==> src/rtl/adder_share_arb.sv <==
// adder_share_arb: round-robin arbiter sharing one registered adder
// among NUM_REQ requesters; results leave on a valid/ready channel.
// Ports: clk, rst_n (async low); req, req_a, req_b (packed lanes);
// gnt (one-hot pulse); res_valid/res_ready, res_id, res_sum,
// res_overflow; busy (state != IDLE).
// Macro ADDER_SHARE_ARB_FIXED_PRIO_EN: fixed priority, lowest wins.
module adder_share_arb #(
   parameter int NUM_REQ = 4,
   parameter int WIDTH   = 4,
   parameter int ID_W    = 2
) (
   input  logic                     clk,
   input  logic                     rst_n,
   input  logic [NUM_REQ-1:0]       req,
   input  logic [NUM_REQ*WIDTH-1:0] req_a,
   input  logic [NUM_REQ*WIDTH-1:0] req_b,
   output logic [NUM_REQ-1:0]       gnt,
   output logic                     res_valid,
   input  logic                     res_ready,
   output logic [ID_W-1:0]          res_id,
   output logic [WIDTH:0]           res_sum,
   output logic                     res_overflow,
   output logic                     busy
);

   typedef enum logic [1:0] {
      IDLE,
      EXEC,
      RESP
   } state_t;

   state_t           state;
   state_t           state_n;
   logic [WIDTH-1:0] op_a;
   logic [WIDTH-1:0] op_b;
   logic [ID_W-1:0]  op_id;
   logic [ID_W-1:0]  win;
   logic [ID_W-1:0]  sel;
   logic             found;
   logic             grant;
   logic             load_res;
   logic             drop_res;
   logic [WIDTH:0]   sum;
   logic             ovf;

`ifdef ADDER_SHARE_ARB_FIXED_PRIO_EN
   always_comb begin
      win   = '0;
      sel   = '0;
      found = 1'b0;
      for (int i = 0; i < NUM_REQ; i++) begin
         sel = ID_W'(i);
         if (!found && req[sel]) begin
            found = 1'b1;
            win   = sel;
         end
      end
   end
`else
   logic [ID_W-1:0] rr_ptr;
   int              idx;

   // Scan upward from rr_ptr, wrapping at NUM_REQ-1.
   always_comb begin
      win   = '0;
      sel   = '0;
      idx   = 0;
      found = 1'b0;
      for (int k = 0; k < NUM_REQ; k++) begin
         idx = (int'(rr_ptr) + k) % NUM_REQ;
         sel = ID_W'(idx);
         if (!found && req[sel]) begin
            found = 1'b1;
            win   = sel;
         end
      end
   end

   always_ff @(posedge clk or negedge rst_n) begin
      if (!rst_n) begin
         rr_ptr <= '0;
      end else if (grant) begin
         rr_ptr <= (win == ID_W'(NUM_REQ - 1)) ? '0 : win + 1'b1;
      end
   end
`endif

   always_ff @(posedge clk or negedge rst_n) begin
      if (!rst_n) begin
         state <= IDLE;
      end else begin
         state <= state_n;
      end
   end

   always_comb begin
      state_n  = state;
      grant    = 1'b0;
      load_res = 1'b0;
      drop_res = 1'b0;
      unique case (state)
         IDLE: begin
            if (found) begin
               grant   = 1'b1;
               state_n = EXEC;
            end
         end
         EXEC: begin
            load_res = 1'b1;
            state_n  = RESP;
         end
         RESP: begin
            if (res_ready) begin
               drop_res = 1'b1;
               state_n  = IDLE;
            end
         end
         default: state_n = IDLE;
      endcase
   end

   // Carry lands in bit WIDTH; overflow only looks at sign bits.
   assign sum = {1'b0, op_a} + {1'b0, op_b};
   assign ovf = (op_a[WIDTH-1] == op_b[WIDTH-1]) &&
                (sum[WIDTH-1] != op_a[WIDTH-1]);

   always_ff @(posedge clk or negedge rst_n) begin
      if (!rst_n) begin
         gnt          <= '0;
         op_a         <= '0;
         op_b         <= '0;
         op_id        <= '0;
         res_valid    <= 1'b0;
         res_id       <= '0;
         res_sum      <= '0;
         res_overflow <= 1'b0;
      end else begin
         gnt <= grant ? (NUM_REQ'(1) << win) : '0;
         if (grant) begin
            op_a  <= req_a[win*WIDTH +: WIDTH];
            op_b  <= req_b[win*WIDTH +: WIDTH];
            op_id <= win;
         end
         if (load_res) begin
            res_sum      <= sum;
            res_overflow <= ovf;
            res_id       <= op_id;
            res_valid    <= 1'b1;
         end else if (drop_res) begin
            res_valid <= 1'b0;
         end
      end
   end

   assign busy = (state != IDLE);

endmodule

==> config.mk <==
export PLATFORM = sky130hd
export DESIGN_NAME = adder_share_arb
export DESIGN_NICKNAME = d
export VERILOG_FILES = /design/src/rtl/adder_share_arb.sv
export SDC_FILE = /design/constraint.sdc
export NUM_CORES = 1
export LEC_CHECK = 0
export ABC_AREA = 1
export BUFFER_PORTS_ARGS = -buffer_cell sky130_fd_sc_hd__clkbuf_2
export CORE_ASPECT_RATIO = 0.5
export CORE_MARGIN = 2
export CORE_UTILIZATION = 46
export CTS_CLUSTER_SIZE = 40
export DETAILED_ROUTE_END_ITERATION = 8
export GPL_TIMING_DRIVEN = 1
export MAX_ROUTING_LAYER = met4
export PLACE_DENSITY = 0.86
export SYNTH_ARGS = -nofsm -noshare
export SYNTH_HDL_FRONTEND = slang
export SYNTH_SLANG_ARGS = --single-unit
==> constraint.sdc <==
create_clock -name clk -period 1.9 [get_ports clk]
set_input_delay 0.095 -clock clk [delete_from_list [all_inputs] [get_ports clk]]
set_output_delay 0.095 -clock clk [all_outputs]
set_load 0.005 [all_outputs]
## Word-level counts from Yosys, hierarchy flattened

Cells that the tools add are included.

| storage, ports and cells | value |
|---|---|
| memories | 0 |
| logic and storage cells | 68 |
| register bits | 27 |
| ROM bits | 0 |
| RAM bits | 0 |
| input bits | 39 |
| bits in latches | 0 |

| cells by class | value |
|---|---|
| reduce and logical (&&, ||, !) cells | 11 |
| multiply operators | 0 |
| div/mod/pow operators | 0 |
| order comparisons | 4 |
| bitwise operators | 0 |
| equality and inequality tests | 7 |
| add/subtract/negate cells | 5 |
| shifts and indexed selects | 3 |
| muxes and demuxes | 28 |

Operator list:

| operator | count |
|---|---|
| 16-bit by 5-bit indexed part select with 4-bit output | 2 |
| 1-bit two-way mux | 15 |
| 2-bit two-way mux | 7 |
| 2-bit by 3-bit less-than comparator with 1-bit output, second input constant | 4 |
| 1-bit binary-select mux with 2-bit select | 4 |
| 2-bit one-hot mux with 3 select lines | 1 |
| 4-bit by 4-bit adder with 5-bit output | 1 |
| 2-bit by 1-bit adder with 2-bit output, second input constant | 2 |
| 2-bit adder, second input constant | 2 |
| 2-bit equality test, second input constant | 2 |
| 1-bit logical AND | 4 |
| 4-bit two-way mux | 1 |
| 2-bit inequality test, second input constant | 2 |
| 2-bit nonzero test | 2 |
| 1-bit by 2-bit << shifter with 4-bit output, first input constant | 1 |
| 1-bit logical NOT | 3 |
| 2-bit by 1-bit equality test with 1-bit output, second input constant | 1 |
| 2-bit logical NOT | 1 |
| 2-bit AND reduction | 1 |
| 1-bit equality test | 1 |
| 1-bit inequality test | 1 |

## Logic depth before layout (Yosys ltp)

Gate-level depths: netlist of the first run.

| depth | value |
|---|---|
| depth in word-level cells | 15 |
| depth in mapped cells | 16 |
| mapped depth without buffers | 14 |

## Least setup slack after synthesis of the first run

No wires, ideal clock.

| path | value |
|---|---|
| path type | reg-to-reg |
| start | register rr_ptr[0] |
| end | register rr_ptr[1] |
| data required time | 1.774 ns |
| clock period less this slack | 1.913 ns |
| slack | -0.013 ns |
| stages on the path, launching flop included | 14 |
| path buffers | 2 |
| data arrival time | 1.787 ns |
| path through | dfrtp_1 > buf_6 > inv_6 > nand2_1 > nand2_2 > nor2_2 > nor2_1 > nand3_4 > nand3_4 > buf_4 > inv_1 > ha_1 > nand2_1 > o21ai_0 |

| on the way | value |
|---|---|
| word-level cells in the longest chain between the ends | 14 |

Ends and longest elaborated chain:

| what | line | source |
|---|---|---|
| from (decl) | 60 | `logic [ID_W-1:0] rr_ptr;` |
| from (signal assigned) | 83 | `rr_ptr <= (win == ID_W'(NUM_REQ - 1)) ? '0 : win + 1'b1;` |
| parallel branches: the longest is 14 deep, another holds 2-bit by 1-bit adder with 2-bit output | n/a |  |

Parallel ways; which one is timed is not known. The select of a mux whose other input is x is not followed.
A chain may end at the register's enable or synchronous reset.

## Final worst setup path of the first run

Same ends and word-level chain as after synthesis.

==> key figures, run 1 <==
Logic synthesis
  – Area of the mapped netlist: 1765 µm²
  – Number of distinct library cells after synthesis: 31
  – Number of register bits inferred by synthesis: 27
  – Number of cells produced by synthesis: roughly 240
  – Mean Syn Cell Area: 7.449 µm²
  – Total of warnings raised by yosys: 0
  – Sequential area share after synthesis: 0.3827
  – Synthesized net count: 282

Final layout
  – Fraction of final layout cells with drive strength greater than 1: 0.3388
  – Post-route non-filler standard cell count: 355
  – Fillcell total: around 290
  – Synth-to-Final Area Change: 28.84%
  – Count of antenna diodes in the layout: 0
  – Number of nets in the layout: 350

STA
  – Unrepaired setup endpoints after global routing: true
  – Setup slack of the critical path after layout: -41.29 ps
  – Final setup fails: 1
  – Highest clock frequency the design can meet: just over 500 MHz
  – Post-route clock period utilization: 1.022
  – Tightest slew margin relative to the limit: 0.5636
  – Maximum clock skew at final layout: 4.449 ps
  – Post-route worst hold slack: 37.01 ps
  – Number of hold violations in the final report: 0
  – Worst Tran Pin Value: 654.6 ps
  – Final Max Tran Viols: 0
  – Min cycle time layout: 1941 ps

Drt
  – Average wire per cell in the routed design: 12.04 µm
  – Antenna-violating nets left: 0
  – Vias after detailed routing: 1741
  – First DRT Iteration DRCs: 99
  – Routed WL: 4275 µm
  – First-pass DRT Iterations: 5
  – Vias/cell: 4.904
  – Drt drc: 0

Placement
  – Number of buffers inserted by port buffering: 52
  – Number of placed instances, taps included: 343
  – DP Wirelength: 3158 µm
  – Worst slack at placement: -57.34 ps
  – Gpl congestion: 0.9206

Pwr
  – Leakage power: 1.298 nW
  – Worst voltage drop across the vdd grid: 0.9515 mV
  – Portion of total power attributed to the clock network: 0.069
  – Net Switching: 0.002316 W
  – Switching fraction of total power: 0.4890
  – Power per unit of standard cell area: around 2100 nW/µm²
  – Internal power component: 0.002420 W
  – Part of the total power dissipated in combinational logic: 0.710
  – Sequential share of power: 0.221

Clocking
  – Clock tree from TritonCTS: built
  – Clock latency at the later pin of the worst-skew pair: 280 ps
  – Clock Tree Buf Depth: 2
  – Clock transition at the registers of the reported paths: 90 ps
  – Htree depth: 1
  – Clk Tree Root Cell: sky130_fd_sc_hd__clkbuf_8
  – Number of clock sinks seen by CTS: 27
  – Total clock buffers created by CTS: 3

Outcome
  – Status: finished, violations left
  – Violated checks: setup timing

Floorplan
  – Initial core utilization: 0.4977
  – Area of the core: 3547 µm²
  – Chip Width: approximately 90 µm
  – Top-level I/O count: 53
  – Die Ht: 47.81 µm
  – Row cnt: 15
  – Die area: 4379 µm²

GRT
  – Remaining global-route overflow: 0
  – Largest net degree at the start of global routing: 28
  – Number of global-route vias before repair: 1562
  – Initial antenna violation count: 0
  – GRT Util Overall: 0.1959
  – First-pass GRT wire length: 6451 µm

Worst setup path
  – Cell chain of the critical path: buf_6, nand2_1, nand2_1, nand2_1, nand2_2, nor2_4, nand3_4, nand3_4, inv_1, ha_1, nand2_1, o21ai_0
  – Kind of cell with the highest combined delay on the critical path: simple AND/OR/NAND/NOR gates
  – Max stage delay on crit path: approximately 480 ps
  – Path type of the worst setup path: reg2reg
  – CP max FO: 6
  – Data arrival time of the critical path: 2110 ps
  – Critical path launch point type: flop
  – Slowest library cell on the worst path: sky130_fd_sc_hd__dfrtp_2
  – Most used cell along the critical path: sky130_fd_sc_hd__nand2_1
  – CP Data Required Time: 2070 ps
  – Count of buffering cells on the critical path with inverters included: 2
  – Critical path endpoint category: flop

Run
  – Max_cap viols: 0

Worst hold path
  – Hold WC Path Type: in2reg
-- repair_timing --
action / in CTS / in global routing
hold buffers: 1 / 0
gates resized for setup: 1 / 17
endpoints found under the hold margin: 27 / 0
pin swaps: 0 / 2
setup buffers: 1 / 6
setup endpoints to repair: 10 / 15
-- metal layers --
metal  GRT usage  up-vias  share of wire
li1            -      880              -
met1      0.2336      810           0.44
met2      0.3574       45           0.50
met3     0.04094        6          0.049
met4     0.04545        0         0.0089
met5           -        -              0
-- per-stage QoR --
step                instance area (µm²)  total power [W]  utilization  setup TNS [ps]
floorplan                          1768         0.003230            -               0
global placement                   2118         0.003825       0.5972               0
detailed placement                 2118         0.003941       0.5972          -314.8
CTS                                2182         0.004300       0.6152               0
global route                       2275         0.005150       0.6413          -773.4
finish                             2275         0.004736       0.6413          -41.29
-- registers in the layout (all words and copies together), names as in the netlist, 2 cells and up --
signal,count
rr_ptr,2
op_b,4
state,2
op_a,4
res_sum,5
op_id,2
res_id,2
gnt,4
-- placed cells by master (no fill, tap or decap), drive strengths merged --
cell type / count
fa: 1
o211ai: 6
o22ai: 1
nor3: 2
nor2: 14
xor2: 1
clkbuf: 56
o21ai: 7
nand2: 83
dlygate4sd3: 1
ha: 5
a21oi: 3
o21a: 1
inv: 39
a31oi: 2
nand4: 4
clkinv: 1
nand3: 29
dfrtp: 27
or2: 6
buf: 15
-- cell type report --
| type | count | area, µm² | area share |
|---|---|---|---|
| multi-input cells | 165 | 925.9 | 0.4070 |
| flip-flops and latches | 27 | 678.2 | 0.2981 |
| repair buffers | 68 | 406.6 | 0.1788 |
| inverters | 40 | 155.1 | 0.06821 |
| well taps | 51 | 63.81 | 0.02805 |
| clock buffers | 4 | 45.04 | 0.01980 |
-- cell families after synthesis --
family	after synthesis	share of synthesized area
fa+ha+maj	6	0.04678
xor+xnor	1	0.004962
simple gates	138	0.3827
buf+inv	45	0.1141
compound gates	20	0.06874
flops	27	0.3827
-- synth_stat cells, drive strengths merged --
cell type | number | area [µm²]
dfrtp | 27 | 675.7
xor2 | 1 | 8.760
nor3 | 2 | 10.01
a31oi | 2 | 12.51
nand2 | 83 | 339.1
o21a | 1 | 7.510
ha | 5 | 62.56
o21ai | 7 | 35.03
a21oi | 3 | 15.01
nand4 | 4 | 25.02
fa | 1 | 20.02
or2 | 6 | 37.54
inv | 39 | 151.4
nor2 | 14 | 83.83
o22ai | 1 | 6.260
buf | 5 | 46.29
o211ai | 6 | 45.04
nand3 | 29 | 180.2
clkinv | 1 | 3.750
-- path summary, 6_finish.rpt --
kind,to,start,depth (start not counted),slack (ps)
max,rr_ptr[1]$_DFFE_PN0P_,rr_ptr[0]$_DFFE_PN0P_,12,-40
max in group asynchronous,rr_ptr[1]$_DFFE_PN0P_,rst_n,2,1060
max reg2reg,rr_ptr[1]$_DFFE_PN0P_,rr_ptr[0]$_DFFE_PN0P_,12,-40
min,state[1]$_DFFE_PN0P_,res_ready,2,40
min in group asynchronous,op_id[1]$_DFFE_PN0P_,rst_n,2,380
min reg2reg,res_sum[0]$_DFFE_PN0P_,res_sum[0]$_DFFE_PN0P_,2,470
-- power groups by stage --
| stage | clock network [W] | registers [W] | logic [W] |
|---|---|---|---|
| 3_5_place_dp | 0 | 0.00106 | 0.00288 |
| 6_report | 0.000328 | 0.00105 | 0.00336 |
| 3_3_place_gp | 0 | 0.00106 | 0.00277 |
| 4_1_cts | 0.000327 | 0.00105 | 0.00292 |
| 2_1_floorplan | 0 | 0.00101 | 0.00222 |
| 5_1_grt | 0.000354 | 0.00109 | 0.00371 |
No activity file was read; power rests on OpenSTA's default activity.
==> run 2, diff against run 1 <==
--- a/config.mk
+++ b/config.mk
@@ -7,14 +7,16 @@
 export LEC_CHECK = 0
 export ABC_AREA = 1
 export BUFFER_PORTS_ARGS = -buffer_cell sky130_fd_sc_hd__clkbuf_2
+export CELL_PAD_IN_SITES_DETAIL_PLACEMENT = 1
+export CELL_PAD_IN_SITES_GLOBAL_PLACEMENT = 1
 export CORE_ASPECT_RATIO = 0.5
 export CORE_MARGIN = 2
-export CORE_UTILIZATION = 46
+export CORE_UTILIZATION = 23
 export CTS_CLUSTER_SIZE = 40
 export DETAILED_ROUTE_END_ITERATION = 8
 export GPL_TIMING_DRIVEN = 1
 export MAX_ROUTING_LAYER = met4
-export PLACE_DENSITY = 0.86
+export PLACE_DENSITY = 0.68
 export SYNTH_ARGS = -nofsm -noshare
 export SYNTH_HDL_FRONTEND = slang
 export SYNTH_SLANG_ARGS = --single-unit
==> key figures, run 2 (same netlist as run 1, synthesis figures left out) <==
Worst setup path
  – CP max FO: 11 (+5)
  – Data arrival time of the critical path: 2110 ps (about the same)
  – CP Data Required Time: 2040 ps (-30 ps)
  – Path type of the worst setup path: reg2reg
  – Critical path launch point type: flop
  – Critical path endpoint category: flop

STA
  – Final Max Tran Viols: 0 (unchanged)
  – Setup slack of the critical path after layout: -74.23 ps (-32.94 ps)
  – Post-route clock period utilization: 1.039 (+0.01734)
  – Min cycle time layout: 1974 ps (+32.94 ps)
  – Unrepaired setup endpoints after global routing: true
  – Final setup fails: 7 (+6)
  – Post-route worst hold slack: 58.76 ps (+21.75 ps)
  – Worst Tran Pin Value: 652.9 ps (-1.719 ps)
  – Tightest slew margin relative to the limit: 0.5648 (+0.001146)
  – Highest clock frequency the design can meet: 506.5 MHz (-1.7%)
  – Maximum clock skew at final layout: 1.435 ps (-3.014 ps)
  – Number of hold violations in the final report: 0 (unchanged)

Drt
  – First DRT Iteration DRCs: 24 (-76%)
  – Vias/cell: 4.455 (-9.2%)
  – Antenna-violating nets left: 0 (unchanged)
  – Vias after detailed routing: 1791 (+2.9%)
  – Average wire per cell in the routed design: 13.07 µm (+8.6%)
  – Routed WL: 5256 µm (+23%)
  – Drt drc: 0 (unchanged)
  – First-pass DRT Iterations: 4 (-1)

Outcome
  – Violated checks: setup timing
  – Status: finished, violations left

Clocking
  – Clock latency at the later pin of the worst-skew pair: 260 ps (-20 ps)
  – Htree depth: 1 (unchanged)
  – Clock tree from TritonCTS: built
  – Clock Tree Buf Depth: 2 (unchanged)
  – Clk Tree Root Cell: sky130_fd_sc_hd__clkbuf_16
  – Clock transition at the registers of the reported paths: 60 ps (-30 ps)
  – Total clock buffers created by CTS: 3 (unchanged)
  – Number of clock sinks seen by CTS: 27 (unchanged)

GRT
  – GRT Util Overall: 0.1272 (-0.06872)
  – Largest net degree at the start of global routing: 28 (unchanged)
  – First-pass GRT wire length: 8480 µm (+31%)
  – Number of global-route vias before repair: 1797 (+15%)
  – Initial antenna violation count: 0 (unchanged)
  – Remaining global-route overflow: 0 (unchanged)

Final layout
  – Most flops, register: res_sum
  – Storage cell area: 678.2 µm² (unchanged)
  – Number of nets in the layout: 352 (+0.57%)
  – Flip-flop count of the largest register, all copies and words added: 5 (unchanged)
  – Area of the multi-input gates: 982.2 µm² (+6.1%)
  – Fillcell total: 916 (+220%)
  – Fraction of final layout cells with drive strength greater than 1: 0.3693 (+0.03047)
  – Leading cell type in the layout, fill and taps excluded: sky130_fd_sc_hd__nand2_1
  – Synth-to-Final Area Change: 40.54%
  – Count of antenna diodes in the layout: 0 (unchanged)
  – Commonest non-fill, non-tap cells in the layout: 63 x sky130_fd_sc_hd__nand2_1, 52 x sky130_fd_sc_hd__clkbuf_2, 33 x sky130_fd_sc_hd__inv_1

Placement
  – Number of buffers inserted by port buffering: 52 (unchanged)
  – DP Wirelength: 3922 µm (+24%)
  – Gpl congestion: 0.8030 (-13%)

Floorplan
  – Area of the core: 7377 µm² (+110%)
  – Top-level I/O count: 53 (unchanged)
  – Die Ht: 65.95 µm (+38%)
  – Chip Width: 127.9 µm (+40%)
  – Initial core utilization: 0.2393 (-0.2584)
  – Row cnt: 22 (+7)
  – Die area: 8435 µm² (+93%)

Run
  – Max_cap viols: 0 (unchanged)

Pwr
  – Worst voltage drop across the vdd grid: 0.5430 mV (-43%)
  – Power, Total: 0.005294 W (+12%)
  – Power per unit of standard cell area: 2134 nW/µm² (+2.5%)
  – Leakage power: 1.354 nW (+4.4%)

Worst hold path
  – Hold WC Path Type: in2reg
==> run 2: cell count changes in the layout (fill, tap and decap cells not counted), moves of 2 or more <==
cell	delta
sky130_fd_sc_hd__nand2_1	-6
sky130_fd_sc_hd__clkbuf_16	+4
sky130_fd_sc_hd__nand2_2	+4
sky130_fd_sc_hd__clkbuf_8	-3
sky130_fd_sc_hd__buf_6	-2
==> run 2: path summary, 6_finish.rpt <==
kind | from | endpoint | slack [ps] | cells past startpoint
setup / recovery | rr_ptr[0]$_DFFE_PN0P_ | op_a[3]$_DFFE_PN0P_ | -70 | 13
hold / removal | res_ready | state[1]$_DFFE_PN0P_ | 60 | 2
setup reg to reg | rr_ptr[0]$_DFFE_PN0P_ | op_a[3]$_DFFE_PN0P_ | -70 | 13
hold reg to reg | res_id[0]$_DFFE_PN0P_ | res_id[0]$_DFFE_PN0P_ | 480 | 2
max in group asynchronous | rst_n | rr_ptr[0]$_DFFE_PN0P_ | 1030 | 2
min in group asynchronous | rst_n | gnt[2]$_DFF_PN0_ | 410 | 2
==> run 2: power by group <==
| part | total, W | switching, W | internal, W |
|---|---|---|---|
| registers | 0.00107 | 0.000204 | 0.000863 |
| clock network | 0.000473 | 0.000186 | 0.000287 |
| logic | 0.00375 | 0.00214 | 0.00162 |
| total | 0.00529 | 0.00253 | 0.00277 |
==> run 2: worst max-delay path, cell delays in order, from the launching register on <==
cell and delay (ps):
sky130_fd_sc_hd__dfrtp_2 450, sky130_fd_sc_hd__buf_12 150, sky130_fd_sc_hd__clkinv_8 60, sky130_fd_sc_hd__nand2_2 60, sky130_fd_sc_hd__nand3_1 100, sky130_fd_sc_hd__nand2_2 100
sky130_fd_sc_hd__nand2_2 120, sky130_fd_sc_hd__nand2_2 80, sky130_fd_sc_hd__nand2_4 80, sky130_fd_sc_hd__nand3_4 100, sky130_fd_sc_hd__buf_12 160, sky130_fd_sc_hd__or2_0 190
sky130_fd_sc_hd__nand3_1 110, sky130_fd_sc_hd__nand3_1 80
==> run 2: area by class of cell <==
| type | instances | share of cell area |
|---|---|---|
| Inverter | 40 | 0.06657 |
| Multi-Input combinational cell | 166 | 0.3959 |
| Tap cell | 96 | 0.04841 |
| Clock buffer | 4 | 0.03177 |
| Sequential cell | 27 | 0.2733 |
| Timing Repair Buffer | 69 | 0.1841 |
==> run 2: through the flow <==
step           worst slack [ps]  instance area, µm²  std cells  utilization  TNS (ps)
4_1_cts                   2.701                2372        397       0.3216         0
2_1_floorplan             19.52                1768        237            -         0
3_3_place_gp             0.8051                2180        387       0.2955         0
3_5_place_dp             -52.94                2180        387       0.2955    -147.0
6_report                 -74.23                2481        402       0.3363    -275.4
5_1_grt                  -171.1                2481        402       0.3363     -1455
==> run 2: what timing repair did <==
action	in CTS	in global routing
gates cloned	2	1
setup buffers	3	4
setup endpoints to repair	8	14
hold endpoints to repair	27	0
gates resized for setup	12	19
pin swaps	6	10
hold buffers	1	0
==> run 2: routing by layer <==
layer / vias up / share of wire / track usage
li1: 887 / - / -
met1: 877 / 0.45 / 0.1613
met2: 23 / 0.52 / 0.2253
met3: 4 / 0.019 / 0.01375
met4: 0 / 0.0091 / 0.02335
met5: - / 0 / -
